$ cat config.mk
export PLATFORM = sky130hd
export DESIGN_NAME = cskip_sub_serial
export DESIGN_NICKNAME = d
export VERILOG_FILES = /design/src/rtl/cskip_pkg.sv /design/src/rtl/cskip4_sub_stage.sv /design/src/rtl/cskip_sub_serial.sv
export SDC_FILE = /design/constraint.sdc
export NUM_CORES = 1
export LEC_CHECK = 0
export CORE_ASPECT_RATIO = 0.8
export CORE_MARGIN = 3
export CORE_UTILIZATION = 25
export DETAILED_ROUTE_END_ITERATION = 8
export PLACE_DENSITY = 0.47
export RECOVER_POWER = 25
export SYNTH_ARGS = -nofsm -noshare
export SYNTH_HDL_FRONTEND = slang
export SYNTH_SLANG_ARGS = --single-unit
$ cat constraint.sdc
create_clock -name i_clk -period 2.86 [get_ports i_clk]
set_input_delay 0.572 -clock i_clk [delete_from_list [all_inputs] [get_ports i_clk]]
set_output_delay 0.572 -clock i_clk [all_outputs]
set_load 0.05 [all_outputs]
$ cat src/rtl/cskip_pkg.sv
// Shared definitions for the group-serial carry-skip subtractor.
package cskip_pkg;

   localparam int CSKIP_GROUP_W = 4;

   typedef enum logic [1:0] {
      IDLE = 2'd0,
      CALC = 2'd1,
      DONE = 2'd2
   } cskip_state_t;

endpackage

$ cat src/rtl/cskip4_sub_stage.sv
// One 4-bit group of a + ~b + cin: ripple adder with a carry-skip mux on the group propagate.
module cskip4_sub_stage
   import cskip_pkg::*;
(
   input  logic [CSKIP_GROUP_W-1:0] a_g,
   input  logic [CSKIP_GROUP_W-1:0] nb_g,
   input  logic                     cin,
   output logic [CSKIP_GROUP_W-1:0] s_g,
   output logic                     cout
);

   logic [CSKIP_GROUP_W:0] c;
   logic                   prop;

   always_comb begin
      c    = '0;
      s_g  = '0;
      c[0] = cin;
      for (int i = 0; i < CSKIP_GROUP_W; i++) begin
         s_g[i]   = a_g[i] ^ nb_g[i] ^ c[i];
         c[i+1]   = (a_g[i] & nb_g[i]) | (c[i] & (a_g[i] ^ nb_g[i]));
      end
   end

   // When every bit propagates, the group carry-out equals cin; the mux shortens that path.
   assign prop = &(a_g ^ nb_g);
   assign cout = prop ? cin : c[CSKIP_GROUP_W];

endmodule

$ cat src/rtl/cskip_sub_serial.sv
// Group-serial carry-skip subtractor, one 4-bit group per clock with valid/ready on both sides.
// Define CSKIPS_OVERFLOW_EN to add the o_overflow (signed overflow) output.
module cskip_sub_serial
   import cskip_pkg::*;
#(
   parameter int WIDTH = 12
) (
   input  logic             i_clk,
   input  logic             i_rst_n,
   input  logic             i_valid,
   output logic             o_ready,
   input  logic [WIDTH-1:0] i_minuend,
   input  logic [WIDTH-1:0] i_subtrahend,
   output logic             o_valid,
   input  logic             i_ready,
   output logic [WIDTH-1:0] o_diff,
`ifdef CSKIPS_OVERFLOW_EN
   output logic             o_borrow,
   output logic             o_overflow
`else
   output logic             o_borrow
`endif
);

   localparam int NGROUPS = WIDTH / CSKIP_GROUP_W;
   localparam int IDX_W   = (NGROUPS > 1) ? $clog2(NGROUPS) : 1;
   localparam logic [IDX_W-1:0] LAST_IDX = IDX_W'(NGROUPS - 1);

   generate
      if ((WIDTH % CSKIP_GROUP_W) != 0 || WIDTH == 0) begin : g_bad_width
         $error("cskip_sub_serial: WIDTH must be a non-zero multiple of 4");
      end
   endgenerate

   cskip_state_t             state, state_next;
   logic [IDX_W-1:0]         idx;
   logic                     carry;
   logic [WIDTH-1:0]         a_reg;
   logic [WIDTH-1:0]         nb_reg;
   logic [WIDTH-1:0]         diff_reg;
   logic                     borrow_reg;
   logic [CSKIP_GROUP_W-1:0] a_g;
   logic [CSKIP_GROUP_W-1:0] nb_g;
   logic [CSKIP_GROUP_W-1:0] s_g;
   logic                     cout_g;

   always_comb begin
      a_g  = '0;
      nb_g = '0;
      for (int g = 0; g < NGROUPS; g++) begin
         if (idx == IDX_W'(g)) begin
            a_g  = a_reg[g*CSKIP_GROUP_W +: CSKIP_GROUP_W];
            nb_g = nb_reg[g*CSKIP_GROUP_W +: CSKIP_GROUP_W];
         end
      end
   end

   cskip4_sub_stage u_stage (
      .a_g  (a_g),
      .nb_g (nb_g),
      .cin  (carry),
      .s_g  (s_g),
      .cout (cout_g)
   );

   always_ff @(posedge i_clk or negedge i_rst_n) begin
      if (!i_rst_n) begin
         state <= IDLE;
      end else begin
         state <= state_next;
      end
   end

   always_comb begin
      state_next = state;
      case (state)
         IDLE:    if (i_valid)          state_next = CALC;
         CALC:    if (idx == LAST_IDX)  state_next = DONE;
         DONE:    if (i_ready)          state_next = IDLE;
         default:                       state_next = IDLE;
      endcase
   end

   assign o_ready = (state == IDLE);
   assign o_valid = (state == DONE);

`ifdef CSKIPS_OVERFLOW_EN
   logic ovf_reg;
   assign o_overflow = ovf_reg;
`endif

   always_ff @(posedge i_clk or negedge i_rst_n) begin
      if (!i_rst_n) begin
         idx        <= '0;
         carry      <= 1'b1;
         a_reg      <= '0;
         nb_reg     <= '0;
         diff_reg   <= '0;
         borrow_reg <= 1'b0;
`ifdef CSKIPS_OVERFLOW_EN
         ovf_reg    <= 1'b0;
`endif
      end else begin
         case (state)
            IDLE: begin
               if (i_valid) begin
                  a_reg  <= i_minuend;
                  nb_reg <= ~i_subtrahend;
                  idx    <= '0;
                  carry  <= 1'b1;
               end
            end
            CALC: begin
               carry <= cout_g;
               for (int g = 0; g < NGROUPS; g++) begin
                  if (idx == IDX_W'(g)) begin
                     diff_reg[g*CSKIP_GROUP_W +: CSKIP_GROUP_W] <= s_g;
                  end
               end
               if (idx == LAST_IDX) begin
                  borrow_reg <= ~cout_g;
`ifdef CSKIPS_OVERFLOW_EN
                  // Operand signs differ exactly when a and ~b share a sign bit.
                  ovf_reg <= (a_reg[WIDTH-1] == nb_reg[WIDTH-1]) &&
                             (s_g[CSKIP_GROUP_W-1] != a_reg[WIDTH-1]);
`endif
               end else begin
                  idx <= idx + 1'b1;
               end
            end
            default: ;
         endcase
      end
   end

   assign o_diff   = diff_reg;
   assign o_borrow = borrow_reg;

endmodule

=== Yosys cells after proc, flatten, opt, wreduce, memory -nomap -nowiden ===
Cells that the tools add are included.

* Register bits after elaboration: 42
* Input port bits: 28
* Output and inout bits: 15
* Logic and storage cells: 68

* $add $sub $neg: 1
* Equality and inequality tests: 8
* Muxes and demuxes: 16
* Bitwise operators: 23
* Reductions and logical operators: 11

{| class="wikitable"
|+ Operators by type and width
! operator !! count
|-
| $mux W4 || 6
|-
| $not A12 Y12 || 1
|-
| $mux W2 || 5
|-
| $reduce_and A2 Y1 || 5
|-
| $and A1 B1 Y1 || 8
|-
| $xor A1 B1 Y1 || 8
|-
| $ne A2 B2 Y1 const B || 3
|-
| $pmux W2 S3 || 1
|-
| $reduce_and A3 Y1 || 2
|-
| $eq A2 B1 Y1 const B || 2
|-
| $eq A2 B2 Y1 const B || 2
|-
| $logic_not A2 Y1 || 2
|-
| $or A1 B1 Y1 || 4
|-
| $pmux W2 S2 || 1
|-
| $reduce_and A4 Y1 || 1
|-
| $xor A4 B4 Y4 || 1
|-
| $add A2 B1 Y2 const B || 1
|-
| $mux W1 || 2
|-
| $ne A2 B1 Y1 const B || 1
|-
| $pmux W1 S2 || 1
|-
| $reduce_bool A2 Y1 || 1
|-
| $not A1 Y1 || 1
|}

=== Logic depth before layout (Yosys ltp) ===
Gate-level depths: netlist of the first run.

* Word-level depth: 15
* Mapped depth: 15
* Mapped depth without buffers: 14

=== Hierarchy ===
From an unflattened synthesis of the first run, not the netlist that was laid out.

* Cell total of the unflattened synthesis: 173
* Area total of the unflattened synthesis: 2,102.0 µm²

{| class="wikitable"
|+ Modules (own cells, without submodules)
! module !! times used !! cells an instance !! area an instance (µm²) !! seq. area each (µm²)
|-
| cskip_sub_serial || 1 || 153 || 1,918.1 || 1,052.3
|-
| cskip4_sub_stage || 1 || 20 || 183.9 || 0.0
|}

=== Least setup slack after synthesis of the first run ===
Ideal clock, no wire load.

* Path type: reg-to-reg
* From: register idx[0]
* To: register diff_reg[11] (netlist: o_diff[11])
* Setup time: 0.085 ns
* Arrival: 2.809 ns
* Data required time: 2.775 ns
* Slack: -0.035 ns
* Stages on the path, launching flop included: 13
* Buffers on the path: 2
* Period minus slack after synthesis: 2.895 ns
* Path through: dfrtp_1 -> inv_1 -> ha_1 -> clkbuf_1 -> clkbuf_1 -> o21a_1 -> fa_1 -> inv_1 -> fa_1 -> fa_1 -> inv_1 -> fa_1 -> o21ai_0

* Cells in the longest elaborated chain, start to end: 12
* Elaborated cells on any way between the ends: 24
* Classes of those cells: eq/ne (2); mux (6); bitwise (14); reduce/logical (2)

{| class="wikitable"
|+ Ends and longest elaborated chain
! element !! RTL line !! text
|-
| start: declaration || cskip_sub_serial.sv:36 || <nowiki>logic [IDX_W-1:0] idx;</nowiki>
|-
| start signal: assignment || cskip_sub_serial.sv:128 || <nowiki>idx <= idx + 1'b1;</nowiki>
|-
| $logic_not A2 Y1 || cskip_sub_serial.sv:51 || <nowiki>if (idx == IDX_W'(g)) begin</nowiki>
|-
| $mux W4 (3 in series) || cskip_sub_serial.sv:51 ||
|-
| $xor A1 B1 Y1 || cskip4_sub_stage.sv:21 || <nowiki>c[i+1] = (a_g[i] & nb_g[i]) | (c[i] & (a_g[i] ^ nb_g[i]));</nowiki>
|-
| $and A1 B1 Y1 || cskip4_sub_stage.sv:21 ||
|-
| $or A1 B1 Y1 || cskip4_sub_stage.sv:21 ||
|-
| $and A1 B1 Y1 || cskip4_sub_stage.sv:21 ||
|-
| $or A1 B1 Y1 || cskip4_sub_stage.sv:21 ||
|-
| $and A1 B1 Y1 || cskip4_sub_stage.sv:21 ||
|-
| $or A1 B1 Y1 || cskip4_sub_stage.sv:21 ||
|-
| $xor A1 B1 Y1 || cskip4_sub_stage.sv:20 || <nowiki>s_g[i] = a_g[i] ^ nb_g[i] ^ c[i];</nowiki>
|-
| end signal: indexed assignment || cskip_sub_serial.sv:117 || <nowiki>diff_reg[g*CSKIP_GROUP_W +: CSKIP_GROUP_W] <= s_g;</nowiki>
|-
| end: declaration || cskip_sub_serial.sv:40 || <nowiki>logic [WIDTH-1:0] diff_reg;</nowiki>
|}

Parallel ways exist; a longest one is shown, timed or not.
A chain may end at the register's enable or synchronous reset.

=== Final worst setup path of the first run ===
* From: register idx[0]
* To: register diff_reg[7] (netlist: o_diff[7])

The elaborated chain is that of the path after synthesis.

==> results.cfg, run 1 <==
[status]
status = complete, but fails checks
violations = max-capacitance violations, max-slew violations

[critical_path]
cp.required_ns = 3.09
cp-end-kind = flop
timing.rr.end = o_diff[7]
critPathLaunchType = flop
crit_type = flop to flop
reg2reg_slack_ns = 0.1
cp-startpoint = idx[0]
regToRegStartpoint = idx[0]
path_max_fanout = 3
cp.arrival_ns = 2.99
reg2reg_depth = 12

[die]
die_h_um = 87.0
initial_core_util = 0.267
core_um2 = 7670
rows = 28
ioPinCount = 43
die_area_um2 = 9320
die_x_um = 107

[placement]
place_inst = 330
place.gp.congestion = 0.718
pre_cts_slack_ns = -0.0791
portBuffers = 42
place_hpwl_mm = 3.41

[worst_hold_path]
hold_end = nb_reg[5]
hold_path_depth = 2
hp-start = nb_reg[5]
hold_class = flop to flop

[clocking]
cts.hold.buffers_added = 0
cts-root-buf = clkbuf_8
clk_pin_slew_worst_paths_ns = 0.09
cts.sinks = 42
clockBufferDepth = 2
clk_latency_ns = 0.30
cts_tree = yes
h-tree-depth = 2
cts_buffers = 5

[synthesis]
synth_cell_types = 26
postSynthCellCount = 179
synth-edff-count = 0
syn_avg_cell_area_um2 = 11.4
synth_area_um2 = 2050
synth-warning-count = 0
synthesis.nets = 218
yosysSeqAreaShare = 0.514
ys.flop_type = dfrtp_1
ys_seq_elements = 42
async_reset_ff_frac = 1.00

[timing]
relSlewSlack = -0.477
worst_slack_ns = 0.0979
skew_ns = 0.00918
maxSlewViolCount = 43
setup_viol = 0
fin_hold_ws_ns = 0.492
finalHoldViolations = 0
min_period_ns = 2.76
period_share = 0.966
fmaxAchievable_mhz = 362
worstMarginPinSlew_ns = 2.22

[detailed_routing]
wl_mm = 4.47
routed_via_density = 4.23
drt-initial-drc-count = 25
drc_errors = 0
wire_per_inst_um = 13.2
ant_nets = 0
dr.pass1.iters = 4
vias = 1433

[power]
seq_power_share = 0.302
clkPwrFrac = 0.107
power.internal_mw = 2.12
switchingPower_mw = 1.60
power_density_nw_per_um2 = 1330
peakVddDrop_v = 0.000396
leakage_nw = 1.24
p_comb_frac = 0.591
switching_share = 0.430

[global_route]
grt_pass1_wl_mm = 7.72
grt_overflow = 0
grt_max_degree = 43
grt.total_usage = 0.107
antenna_found_initial = 0
grt_pass1_vias = 1476

[final_layout]
drive_above_1_share = 0.261
area_growth_pct = 37.0
fin_nets = 272
final_cell_count_no_fill = 339
antenna_cells = 0

[job]
max_cap_viol_count = 1
## timing repair
action / 4_1_cts / 5_1_grt
resized for setup: 8 / 20
endpoints found under the setup margin: 5 / 5
setup buffers: 0 / 1
pin swaps: 3 / 6
## worst max-delay path by stage
stage,depth (start not counted),endpoint
6_report,12,o_diff[7]
5_1_grt,12,o_diff[7]
4_1_cts,12,o_diff[7]
3_5_place_dp,12,o_diff[7]
3_3_place_gp,11,o_diff[11]
2_1_floorplan,12,o_diff[11]
## synthesized netlist by cell type, types with 2 or more instances
| cell | instances | area, um2 |
|---|---|---|
| inv_1 | 7 | 26.3 |
| o21a_1 | 4 | 30.0 |
| ha_1 | 7 | 87.6 |
| mux2_4 | 6 | 90.1 |
| mux2_2 | 13 | 146 |
| fa_1 | 4 | 80.1 |
| nand2b_1 | 2 | 12.5 |
| buf_6 | 2 | 22.5 |
| o21ai_0 | 28 | 140 |
| nand2_1 | 27 | 101 |
| and3b_1 | 4 | 35.0 |
| a22oi_1 | 5 | 37.5 |
| nand3b_1 | 3 | 22.5 |
| mux2i_1 | 3 | 30.0 |
| a22o_1 | 3 | 26.3 |
| clkbuf_1 | 6 | 22.5 |
| nor2_1 | 3 | 11.3 |
| dfrtp_1 | 41 | 1030 |
| a21oi_1 | 4 | 20.0 |
## cell usage in the layout (no fill, tap or decap), drive strengths merged, types with 5 or more instances in the layout
cell            n
ha              7
clkdlybuf4s50  41
inv             7
a22oi           5
mux2           19
buf            15
o21ai          28
nand2          27
clkbuf          7
dfrtp          41
## metal layers
| layer | vias to the layer above | global-route usage | part of all wire |
|---|---|---|---|
| met5 | - | 0 | 0 |
| met4 | 0 | 0.0348 | 0.012 |
| met3 | 8 | 0.0311 | 0.044 |
| met2 | 31 | 0.150 | 0.42 |
| met1 | 670 | 0.156 | 0.52 |
| li1 | 724 | - | - |
## through the flow
stage	instance area [um2]	util	TNS [ns]	power [mW]
final	2810	0.366	0	3.72
after floorplan	2050	-	0	2.48
after global routing	2810	0.366	-0.0696	4.05
after global placement	2630	0.343	0	3.13
after detailed placement	2630	0.343	-0.172	3.16
after CTS	2740	0.357	0	3.62
## power groups by stage
stage | combinational, mW | clock (mW) | sequential, mW
floorplan | 1.15 | 0 | 1.33
global placement | 2.01 | 0 | 1.12
detailed placement | 2.03 | 0 | 1.13
CTS | 2.08 | 0.417 | 1.12
global route | 2.44 | 0.438 | 1.17
finish | 2.20 | 0.400 | 1.12
## logic make-up (layout without fill, tap and decap cells)
family | Yosys count | after routing | synth area share
buffers and inverters | 17 | 72 | 0.0470
muxes | 22 | 22 | 0.130
adders and majority gates | 11 | 11 | 0.0819
DFF | 42 | 42 | 0.514
and+or+nand+nor | 42 | 42 | 0.0996
AOI/OAI and AO/OA | 45 | 45 | 0.128
## worst max-delay path, stage by stage, from the launching register on
cell and delay [ns]:
dfrtp_1 0.43, inv_2 0.09, ha_4 0.16, nor2b_4 0.13, a22oi_2 0.13, o21a_1 0.16
fa_2 0.21, inv_2 0.04, fa_2 0.33, fa_2 0.34, inv_2 0.06, fa_2 0.45
o21ai_2 0.15
## final cells by class
cell class,instances,area (um2)
Timing Repair Buffer,57,531
Tap cell,105,131
Fill cell,753,4870
Clock inverter,2,12.5
Multi-Input combinational cell,120,970
Inverter,7,26.3
Clock buffer,6,82.6
Sequential cell,42,1050
(Power assumes the default switching activity.)
==> run 2, diff against run 1 <==
--- a/config.mk
+++ b/config.mk
@@ -9,7 +9,7 @@
 export CORE_MARGIN = 3
 export CORE_UTILIZATION = 25
 export DETAILED_ROUTE_END_ITERATION = 8
-export PLACE_DENSITY = 0.47
+export PLACE_DENSITY_LB_ADDON = 0.2
 export RECOVER_POWER = 25
 export SYNTH_ARGS = -nofsm -noshare
 export SYNTH_HDL_FRONTEND = slang
==> run 2 against run 1 <==
Compared with the run above: the flow now finishes without violations; register-to-register slack about the same; total power increased by 0.96%; non-clock buffer count rose by 1; die area unchanged; routed wire length hardly changed; combinational power shrank 2%; sequential share of layout area fell by 0.072 points; final cell count rose by 0.29%; clock skew down 0.0026 ns; via count increased by 1.2%; worst hold slack got worse by 0.087 ns; clock-buffer cell count fell by 1; largest cell class unchanged.
==> results.cfg, run 2 (synthesized netlist as in run 1, its figures left out) <==
[timing]
relSlewSlack = 0.379
finalHoldViolations = 0
fin_hold_ws_ns = 0.405
min_period_ns = 2.76
fmaxAchievable_mhz = 362
maxSlewViolCount = 0
skew_ns = 0.00658
setup_viol = 0
period_share = 0.966
worstMarginPinSlew_ns = 0.932

[power]
leakage_nw = 1.25
power_mw = 3.75
peakVddDrop_v = 0.000477
seq_power_share = 0.297
power_density_nw_per_um2 = 1330
switching_share = 0.421
p_comb_frac = 0.576
power.internal_mw = 2.17
switchingPower_mw = 1.58
clkPwrFrac = 0.127

[final_layout]
regArea_um2 = 1050
final_cell_mix = clkdlybuf4s50_1, dfrtp_1, nand2_1, o21ai_0, buf_4
fillers = 775
antenna_cells = 0
fin_area_um2 = 2810
area_growth_pct = 37.4
final_common_cell = clkdlybuf4s50_1
drive_above_1_share = 0.264
fin_nets = 273
multiInputGateArea_um2 = 953

[critical_path]
cp-end-kind = flop
cp-startpoint = idx[0]
cp.required_ns = 3.09
timing.rr.end = o_diff[7]
regToRegStartpoint = idx[0]
crit_end = o_diff[7]
critPathLaunchType = flop
crit_type = flop to flop
path_max_fanout = 4
reg2reg_depth = 11
reg2reg_slack_ns = 0.1
cp.arrival_ns = 2.99

[placement]
place.gp.congestion = 0.686
place_hpwl_mm = 3.38
portBuffers = 42
placed_cell_area_um2 = 2620

[global_route]
grt_overflow = 0
grt.total_usage = 0.103
grt_pass1_vias = 1447
grt_pass1_wl_mm = 7.38
grt_max_degree = 43
antenna_found_initial = 0

[detailed_routing]
wire_per_inst_um = 13.2
wl_mm = 4.47
routed_via_density = 4.26
ant_nets = 0
vias = 1450
drt-initial-drc-count = 33
drc_errors = 0
dr.pass1.iters = 4

[die]
die_x_um = 107
die_area_um2 = 9320
die_h_um = 87.0
initial_core_util = 0.267
rows = 28
ioPinCount = 43
core_um2 = 7670

[clocking]
h-tree-depth = 2
clockBufferDepth = 2
clk_pin_slew_worst_paths_ns = 0.09
cts_buffers = 5
cts.sinks = 42
clk_latency_ns = 0.30
cts-root-buf = clkbuf_8
cts_tree = yes
cts.hold.buffers_added = 0

[worst_hold_path]
hold_class = input port to async pin

[status]
status = completed

[job]
max_cap_viol_count = 0
-- run 2: cell types whose count changed in the layout (fill, tap and decap cells not counted), sizes merged --
cell | before | now
buf | 15 | 17
bufinv | 0 | 1
clkinv | 1 | 0
clkbuf | 7 | 5
clkinvlp | 1 | 2
-- run 2: timing repair --
action                     4_1_cts  5_1_grt
pin swaps                        6        3
gates resized for setup          8       16
setup endpoints to repair        5        5
buffers inserted                 0        3
-- run 2: worst min path at each step --
stage	from	endpoint	slack (ns)	cells past startpoint
global route	i_rst_n	o_diff[10]	0.48	1
finish	i_rst_n	o_diff[10]	0.40	1
global placement	nb_reg[2]	nb_reg[2]	0.47	2
CTS	i_rst_n	o_diff[10]	0.44	1
detailed placement	nb_reg[2]	nb_reg[2]	0.47	2
floorplan	i_rst_n	a_reg[0]	0.28	0
-- run 2: worst max-delay path: stages (launching register included) --
cell     delay [ns]
dfrtp_2        0.44
ha_4           0.18
buf_4          0.14
a22oi_2        0.19
o21a_1         0.16
fa_2           0.20
inv_2          0.04
fa_2           0.33
fa_2           0.34
inv_2          0.07
fa_2           0.46
o21ai_1        0.14
-- run 2: layout make-up --
type	instances	area share
Clock buffer	5	0.0245
Clock inverter	3	0.0160
Inverter	7	0.00934
Multi-Input combinational cell	120	0.339
Sequential cell	42	0.374
Tap cell	105	0.0467
Timing Repair Buffer	58	0.190
-- run 2: power groups by stage --
| stage | Sequential [mW] | Clock [mW] | Combinational, mW |
|---|---|---|---|
| final | 1.12 | 0.478 | 2.16 |
| after global routing | 1.16 | 0.522 | 2.37 |
| after CTS | 1.12 | 0.500 | 2.07 |
| after detailed placement | 1.12 | 0 | 2.02 |
| after global placement | 1.12 | 0 | 2.00 |
| after floorplan | 1.33 | 0 | 1.15 |
-- run 2: metal layers --
layer	part of all wire	track usage	routed length, um
met3	0.054	0.0326	242
met1	0.53	0.151	2350
met5	0	0	0
met2	0.41	0.138	1820
met4	0.014	0.0383	62
-- run 2: stage by stage --
step	setup WS, ns	std cells	setup TNS [ns]	util
after global placement	0.0254	329	0	0.342
after floorplan	0.0553	179	0	-
after CTS	0.000770	337	0	0.359
after detailed placement	-0.0634	329	-0.189	0.342
final	0.0959	340	0	0.367
after global routing	-0.0286	340	-0.0286	0.367
==> run 3, diff against run 2 <==
==> constraint.sdc (replaced) <==
create_clock -name i_clk -period 2.53 [get_ports i_clk]
set_input_delay 0.506 -clock i_clk [delete_from_list [all_inputs] [get_ports i_clk]]
set_output_delay 0.506 -clock i_clk [all_outputs]
set_load 0.05 [all_outputs]
==> run 3 against run 2 <==
Compared with the run above: the flow now finishes with violations (negative setup slack); routed wire length is 2.3% lower; sequential cell count stayed put; non-clock buffer count stayed put; clock-buffer cell count stayed put; sequential share of layout area is 0.056 points higher; register-to-register slack worse by 0.29 ns; die area stayed put; global-route usage is 0.49 points lower; via count is 1.9% lower; largest power group unchanged; final cell count stayed put.
==> results.cfg, run 3 (synthesized netlist as in run 1, its figures left out) <==
[status]
status = complete, but fails checks
violations = negative setup slack

[critical_path]
path_max_fanout = 3
cp.required_ns = 2.76
cp.arrival_ns = 2.96
cp-end-kind = flop
critPathLaunchType = flop
crit_type = flop to flop

[timing]
maxSlewViolCount = 0
fmaxAchievable_mhz = 367
min_period_ns = 2.73
rsz0062_at_grt = yes
fin_tns_setup_ns = -0.764
finalHoldViolations = 0
worst_slack_ns = -0.197
setup_viol = 8
worstMarginPinSlew_ns = 1.07
fin_hold_ws_ns = 0.369
relSlewSlack = 0.290
skew_ns = 0.00904
period_share = 1.08

[clocking]
cts.sinks = 42
cts_buffers = 5
clk_pin_slew_worst_paths_ns = 0.09
cts-root-buf = clkbuf_8
cts_tree = yes
cts.hold.buffers_added = 0
clockBufferDepth = 2
clk_latency_ns = 0.30
h-tree-depth = 2

[placement]
place_inst = 331
place_hpwl_mm = 3.34
place.gp.congestion = 0.720
portBuffers = 42
placed_cell_area_um2 = 2680

[detailed_routing]
drc_errors = 0
routed_via_density = 4.18
drt-initial-drc-count = 53
wl_mm = 4.37
vias = 1422
ant_nets = 0
wire_per_inst_um = 12.9
dr.pass1.iters = 4

[die]
die_area_um2 = 9320
ioPinCount = 43
core_um2 = 7670
die_h_um = 87.0
die_x_um = 107
rows = 28
initial_core_util = 0.267

[power]
leakage_nw = 1.24
peakVddDrop_v = 0.000571
power_density_nw_per_um2 = 1480

[final_layout]
antenna_cells = 0
fillers = 775
final_cell_count_no_fill = 340
area_growth_pct = 37.0
fin_area_um2 = 2810
final_cell_mix = dfrtp_1, clkdlybuf4s50_1, nand2_1, o21ai_0, buf_4
fin_nets = 273
drive_above_1_share = 0.260

[global_route]
grt_pass1_wl_mm = 6.97
antenna_found_initial = 0
grt_max_degree = 37
grt_overflow = 0
grt_pass1_vias = 1341
grt.total_usage = 0.0976

[worst_hold_path]
hold_class = input port to async pin

[job]
max_cap_viol_count = 0
-- run 3: final cells by class --
cell class              count  area [um2]  area share
clock buffers               5        68.8      0.0245
well taps                 105         131      0.0468
inverters                   7        26.3     0.00936
flip-flops and latches     42        1050       0.375
multi-input cells         120         975       0.347
repair buffers             58         532       0.189
clock inverters             3        21.3     0.00758
-- run 3: final timing paths --
check | startpoint | end | slack, ns | cells after the start
worst min-delay path | i_rst_n | o_diff[10] | 0.37 | 1
worst max register to register | idx[0] | o_diff[3] | -0.20 | 12
max in group asynchronous | i_rst_n | nb_reg[10] | 1.00 | 2
min in group i_clk | nb_reg[1] | nb_reg[1] | 0.48 | 2
worst max-delay path | idx[0] | o_diff[3] | -0.20 | 12
worst min register to register | nb_reg[1] | nb_reg[1] | 0.48 | 2
-- run 3: repair_timing --
item                       4_1_cts  5_1_grt
resized for setup                3        3
pin swaps                        3        2
setup buffers                    1        0
setup endpoints to repair        8        8
-- run 3: per-stage QoR --
| step | worst slack (ns) | power, mW | utilization |
|---|---|---|---|
| after floorplan | -0.152 | 2.95 | - |
| after global placement | -0.174 | 3.68 | 0.350 |
| after detailed placement | -0.236 | 3.69 | 0.350 |
| after CTS | -0.191 | 4.18 | 0.364 |
| after global routing | -0.335 | 4.52 | 0.366 |
| final | -0.197 | 4.15 | 0.366 |
-- run 3: critical path: stages (launching register included) --
cell     delay [ns]
dfrtp_1        0.43
inv_2          0.08
ha_4           0.16
nor2b_4        0.13
a22oi_2        0.15
o21a_1         0.16
fa_2           0.21
inv_2          0.04
fa_2           0.33
fa_2           0.34
inv_2          0.06
fa_2           0.46
o21ai_1        0.13
-- run 3: report_power, final --
part / internal, mW / total (mW) / switching, mW / leakage (nW)
Sequential: 1.02 / 1.25 / 0.229 / 0.511
Clock: 0.194 / 0.436 / 0.242 / 0.0441
Combinational: 1.16 / 2.47 / 1.31 / 0.686
Total: 2.38 / 4.15 / 1.78 / 1.24
-- run 3: per-layer routing --
layer | global-route usage | vias to the layer above | wire length [um]
met5 | 0 | - | 0
met4 | 0.0348 | 0 | 47
met3 | 0.0267 | 4 | 202
met2 | 0.138 | 30 | 1830
met1 | 0.142 | 663 | 2290
li1 | - | 725 | -
